==> src/rtl/iter_normalizer.sv <==
// Iterative floating-point mantissa normaliser: left-shifts up to STEP bits per cycle until the hidden bit is set.
// Define ITER_NORMALIZER_DENORM_EN to keep gradually-denormalised mantissas on underflow instead of flushing to zero.
module iter_normalizer #(
    parameter int X         = 32,
    parameter int expo_bits = 8,
    parameter int STEP      = 4
) (
    input  logic                 clk,
    input  logic                 rst_n,
    input  logic                 in_valid,
    output logic                 in_ready,
    input  logic [X-expo_bits:0] mant_in,
    input  logic [expo_bits-1:0] exp_in,
    output logic                 out_valid,
    input  logic                 out_ready,
    output logic [X-expo_bits:0] mant_out,
    output logic [expo_bits-1:0] exp_out,
    output logic                 zero_out,
    output logic                 ovf_out,
    output logic                 unf_out,
    output logic                 busy
);

    localparam int M  = X - expo_bits + 1;
    localparam int EW = expo_bits;
    localparam int KW = $clog2(STEP + 1);
    localparam int CW = ((EW > KW) ? EW : KW) + 1;

    localparam logic [EW-1:0] EXP_MAX = '1;
    localparam logic [EW-1:0] EXP_OVF = {{(EW-1){1'b1}}, 1'b0};

    typedef enum logic [1:0] {
        IDLE,
        SHIFT,
        DONE
    } state_t;

    state_t        state_reg;
    logic [M-1:0]  mant_reg;
    logic [EW-1:0] exp_reg;

    // zpre[gi] is set when the gi+1 bits from the hidden position downwards are all zero.
    logic [STEP-1:0] zpre;
    generate
        for (genvar gi = 0; gi < STEP; gi++) begin : g_zpre
            assign zpre[gi] = ~|mant_reg[M-2 -: gi+1];
        end
    endgenerate

    logic [KW-1:0] lz_k;
    always_comb begin
        lz_k = '0;
        for (int i = 0; i < STEP; i++) begin
            lz_k = lz_k + KW'(zpre[i]);
        end
    end

    // The per-cycle shift is limited so the exponent never drops below 1.
    logic [CW-1:0] room;
    logic [CW-1:0] lz_c;
    logic [CW-1:0] k;
    logic [M-1:0]  mant_sh;
    logic [EW-1:0] exp_sh;

    assign room    = CW'(exp_reg) - CW'(1);
    assign lz_c    = CW'(lz_k);
    assign k       = (room < lz_c) ? room : lz_c;
    assign mant_sh = mant_reg << k;
    assign exp_sh  = exp_reg - EW'(k);

    logic          cap_done;
    logic [M-1:0]  cap_mant;
    logic [EW-1:0] cap_exp;
    logic          cap_zero;
    logic          cap_ovf;
    logic          cap_unf;

    // Classification of a freshly captured operand; cases that need no shifting finish at once.
    // A carry with an exponent already at all-ones saturates to overflow as well.
    always_comb begin
        cap_done = 1'b1;
        cap_mant = '0;
        cap_exp  = '0;
        cap_zero = 1'b0;
        cap_ovf  = 1'b0;
        cap_unf  = 1'b0;
        if (mant_in == '0) begin
            cap_zero = 1'b1;
        end else if (mant_in[M-1]) begin
            if (exp_in >= EXP_OVF) begin
                cap_exp = EXP_MAX;
                cap_ovf = 1'b1;
            end else begin
                cap_mant = mant_in >> 1;
                cap_exp  = exp_in + 1'b1;
            end
        end else if (mant_in[M-2]) begin
            cap_mant = mant_in;
            cap_exp  = exp_in;
        end else if (exp_in <= EW'(1)) begin
            cap_unf = 1'b1;
`ifdef ITER_NORMALIZER_DENORM_EN
            cap_mant = mant_in;
`else
            cap_mant = '0;
`endif
        end else begin
            cap_done = 1'b0;
        end
    end

    logic          step_done;
    logic [M-1:0]  step_mant;
    logic [EW-1:0] step_exp;
    logic          step_unf;

    always_comb begin
        step_done = 1'b0;
        step_mant = '0;
        step_exp  = '0;
        step_unf  = 1'b0;
        if (mant_sh[M-2]) begin
            step_done = 1'b1;
            step_mant = mant_sh;
            step_exp  = exp_sh;
        end else if (exp_sh == EW'(1)) begin
            step_done = 1'b1;
            step_unf  = 1'b1;
`ifdef ITER_NORMALIZER_DENORM_EN
            step_mant = mant_sh;
`else
            step_mant = '0;
`endif
        end
    end

    always_ff @(posedge clk) begin
        if (!rst_n) begin
            state_reg <= IDLE;
            mant_reg  <= '0;
            exp_reg   <= '0;
            in_ready  <= 1'b0;
            out_valid <= 1'b0;
            busy      <= 1'b0;
            mant_out  <= '0;
            exp_out   <= '0;
            zero_out  <= 1'b0;
            ovf_out   <= 1'b0;
            unf_out   <= 1'b0;
        end else begin
            case (state_reg)
                IDLE: begin
                    in_ready <= 1'b1;
                    if (in_valid && in_ready) begin
                        mant_reg <= mant_in;
                        exp_reg  <= exp_in;
                        in_ready <= 1'b0;
                        busy     <= 1'b1;
                        if (cap_done) begin
                            state_reg <= DONE;
                            out_valid <= 1'b1;
                            mant_out  <= cap_mant;
                            exp_out   <= cap_exp;
                            zero_out  <= cap_zero;
                            ovf_out   <= cap_ovf;
                            unf_out   <= cap_unf;
                        end else begin
                            state_reg <= SHIFT;
                        end
                    end
                end
                SHIFT: begin
                    mant_reg <= mant_sh;
                    exp_reg  <= exp_sh;
                    if (step_done) begin
                        state_reg <= DONE;
                        out_valid <= 1'b1;
                        mant_out  <= step_mant;
                        exp_out   <= step_exp;
                        zero_out  <= 1'b0;
                        ovf_out   <= 1'b0;
                        unf_out   <= step_unf;
                    end
                end
                DONE: begin
                    if (out_ready) begin
                        state_reg <= IDLE;
                        in_ready  <= 1'b1;
                        out_valid <= 1'b0;
                        busy      <= 1'b0;
                        mant_out  <= '0;
                        exp_out   <= '0;
                        zero_out  <= 1'b0;
                        ovf_out   <= 1'b0;
                        unf_out   <= 1'b0;
                    end
                end
                default: begin
                    state_reg <= IDLE;
                    in_ready  <= 1'b0;
                    out_valid <= 1'b0;
                    busy      <= 1'b0;
                end
            endcase
        end
    end

endmodule

==> config.mk <==
export PLATFORM = sky130hd
export DESIGN_NAME = iter_normalizer
export DESIGN_NICKNAME = d
export VERILOG_FILES = /design/src/rtl/iter_normalizer.sv
export SDC_FILE = /design/constraint.sdc
export NUM_CORES = 1
export LEC_CHECK = 0
export CAP_MARGIN = 20
export CELL_PAD_IN_SITES_DETAIL_PLACEMENT = 0
export CELL_PAD_IN_SITES_GLOBAL_PLACEMENT = 1
export CORE_UTILIZATION = 45
export DETAILED_ROUTE_END_ITERATION = 6
export PLACE_DENSITY = 0.95
export SYNTH_ARGS = -nofsm -noshare
export SYNTH_HDL_FRONTEND = slang
export SYNTH_SLANG_ARGS = --single-unit
==> constraint.sdc <==
create_clock -name clk -period 13.5 [get_ports clk]
set_clock_uncertainty 0.05 [all_clocks]
set_input_delay 2.7 -clock clk [delete_from_list [all_inputs] [get_ports clk]]
set_output_delay 2.7 -clock clk [all_outputs]
set_load 0.02 [all_outputs]
==> impl_metrics.env <==
export IMPL_clkLatencyLatePin_ns=0.35
export IMPL_synth_compound_area_share_pct=34.59
export IMPL_vias_per_cell=6.676
export IMPL_yosys_register_bits=74
export IMPL_track_usage_pct=30.97
export IMPL_path_delay_family="simple AND/OR/NAND/NOR gates"
export IMPL_floorplan_die_area_um2=12950
export IMPL_clock_sinks=74
export IMPL_min_period_over_period_pct=49.06
export IMPL_synth_edff_count=0
export IMPL_port_buffers=75
export IMPL_async_reset_ff_share_pct=0
export IMPL_cts_setup_buffers=0
export IMPL_cts_max_level=3
export IMPL_critPathSlowestCell="nor2_2"
export IMPL_top_layer_used="met4"
export IMPL_first_iter_violations=812
export IMPL_synth_top_family_by_area="compound AO/OA/AOI/OAI gates"
export IMPL_finalSetupViolCount=0
export IMPL_grt_pass1_vias=5381
export IMPL_outcome="finished clean"
export IMPL_crit_path_end_kind="flop"
export IMPL_rsz0062_at_grt="no"
export IMPL_place_congestion=0.9623
export IMPL_crit_path_cell_trace="inv_1 > ha_1 > xnor2_1 > inv_1 > ha_1 > nor4_1 > o211ai_1 > o31a_1 > nor2_4 > inv_2 > ha_1 > fa_1 > xnor2_1 > or3_1 > nor4_1 > a31o_2 > a41oi_2 > nor2_2 > a221oi_1"
export IMPL_synth_warnings=0
export IMPL_hold_class="reg2reg"
export IMPL_fmax_mhz=151.0
export IMPL_place_hpwl_um=14530
export IMPL_drcViolationCount=0
export IMPL_rows=40
export IMPL_cts_made_buffers=9
export IMPL_final_common_cell="clkdlybuf4s50_1"
export IMPL_cts_resized=0
export IMPL_vias=6182
export IMPL_cts_hold_buffers=0
export IMPL_drive_gt1_share_pct=8.575
export IMPL_cp_max_fo=25
export IMPL_first_pass_iters=5
export IMPL_worstSetupPathType="reg2reg"
export IMPL_clockBufferDepth=2
export IMPL_syn_area_um2=5624
export IMPL_grt_pass1_wl_um=30930
export IMPL_hold_viol_final=0
export IMPL_die_h_um=113.8
export IMPL_arrival_ns=6.74
export IMPL_finalMaxSlewViolations=0
export IMPL_hold_slack_ns=0.4278
export IMPL_synth_distinct_cells=81
export IMPL_fin_crit_ns=6.623
export IMPL_cts_tree="done"
export IMPL_synth_seq_area_share_pct=26.34
export IMPL_cap_viol_max_count=0
export IMPL_grt_antenna_before_repair=0
export IMPL_clk_pin_slew_ns=0.06
export IMPL_clockRootBuffer="clkbuf_16"
export IMPL_wl_per_cell_um=21.58
export IMPL_avgSynthCellArea_um2=7.877
export IMPL_tightestPinTransition_ns=1.039
export IMPL_wl_met2_um=8763
export IMPL_relSlewSlack_pct=28.76
export IMPL_fp_dieW_um=113.8
export IMPL_nets=811
export IMPL_synth_top_flop_cell="dfxtp_1"
export IMPL_synth_mux_area_share_pct=8.699
export IMPL_synth_xor_area_share_pct=0.9344
export IMPL_synthCells=714
export IMPL_yosys_area_share_adder_pct=4.360
export IMPL_cp_start_kind="flop"
export IMPL_slowest_delay_ns=0.88
export IMPL_overflow=0
export IMPL_cpMostUsedCell="ha_1"
export IMPL_cp_data_required_time_ns=13.61
export IMPL_layout_area_overhead_vs_synth_pct=19.91
export IMPL_coreArea_um2=12110
export IMPL_yosys_area_share_simple_pct=18.89
export IMPL_cp_num_buf_inv=3
export IMPL_grt_max_degree=42
export IMPL_io_pins=76
export IMPL_start_util_pct=46.44
export IMPL_final_cell_mix="75 x clkdlybuf4s50_1, 74 x dfxtp_1, 70 x a21oi_1, 69 x nor2_1, 38 x o21ai_0"
export IMPL_antenna_cells=0
export IMPL_antenna_left=0
export IMPL_setup_tns_ns=0
export IMPL_wl_met1_um=8600
export IMPL_met3RoutedLength_um=2121
export IMPL_wl_um=19980
stage by stage:
| stage | cells | worst slack [ns] | util, % | cell area, um2 |
|---|---|---|---|---|
| 6_report | 926 | 6.877 | 55.68 | 6744 |
| 3_3_place_gp | 912 | 7.432 | 52.99 | 6417 |
| 3_5_place_dp | 912 | 7.072 | 52.99 | 6417 |
| 5_1_grt | 926 | 6.468 | 55.68 | 6744 |
| 4_1_cts | 926 | 7.014 | 55.68 | 6744 |
| 2_1_floorplan | 715 | 8.305 | - | 5628 |
cell families after synthesis:
logic type | after synthesis
AND/OR/NAND/NOR | 215
adder cells (fa/ha/maj) | 19
other | 1
AO/OA/AOI/OAI | 278
XOR/XNOR | 6
buffers and inverters | 83
multiplexers | 38
flip-flops | 74
tightest hold or removal path: stages (launching register included):
cell and delay, ns:
dfxtp_1 0.32, nand2_1 0.06, a21oi_1 0.05
synth_stat cells (all sizes together) (6+ instances only):
| library cell | count | share of area [%] |
|---|---|---|
| o21ai | 40 | 3.8 |
| a211oi | 30 | 4.4 |
| o311a | 6 | 1.1 |
| a31oi | 10 | 1.1 |
| inv | 28 | 1.9 |
| nor4 | 16 | 1.8 |
| nor2b | 8 | 0.89 |
| a21o | 9 | 1.2 |
| nor2 | 71 | 4.9 |
| nor3 | 17 | 1.5 |
| or3 | 9 | 1.1 |
| dfxtp | 74 | 26 |
| o211ai | 12 | 1.6 |
| mux2 | 11 | 2.3 |
| clkbuf | 40 | 2.7 |
| mux4 | 6 | 2.4 |
| and3 | 11 | 1.2 |
| and2 | 7 | 0.78 |
| nand3 | 33 | 2.9 |
| a21oi | 70 | 6.2 |
| o22ai | 9 | 1.0 |
| mux2i | 21 | 4.0 |
| buf | 15 | 1.6 |
| ha | 18 | 4.0 |
| a311oi | 9 | 1.4 |
| nand2 | 29 | 2.0 |
| a22oi | 24 | 3.2 |
final cells by class:
type / instances / area [um2]
clock buffers: 12 / 266.5
clock inverters: 2 / 60.06
multi-input cells: 558 / 3802
fillers: 1140 / 5368
inverters: 28 / 105.1
repair buffers: 84 / 818.3
flip-flops and latches: 74 / 1481
well taps: 168 / 210.2
metal layers:
metal,vias to the layer above,track usage (%)
met1,2915,44.53
li1,2832,-
met5,-,0
met4,0,11.00
met2,389,46.50
met3,46,5.367
path summary, 6_finish.rpt:
path	from	endpoint	slack (ns)	cells after the start
setup reg to reg	exp_reg[1]	mant_out[3]	6.88	19
hold / removal	mant_out[0]	mant_out[0]	0.43	2
setup / recovery	exp_reg[1]	mant_out[3]	6.88	19
hold reg to reg	mant_out[0]	mant_out[0]	0.43	2
Power is not shown: default switching activity piles up to over one toggle a cycle in this logic, so the estimate is an artifact.
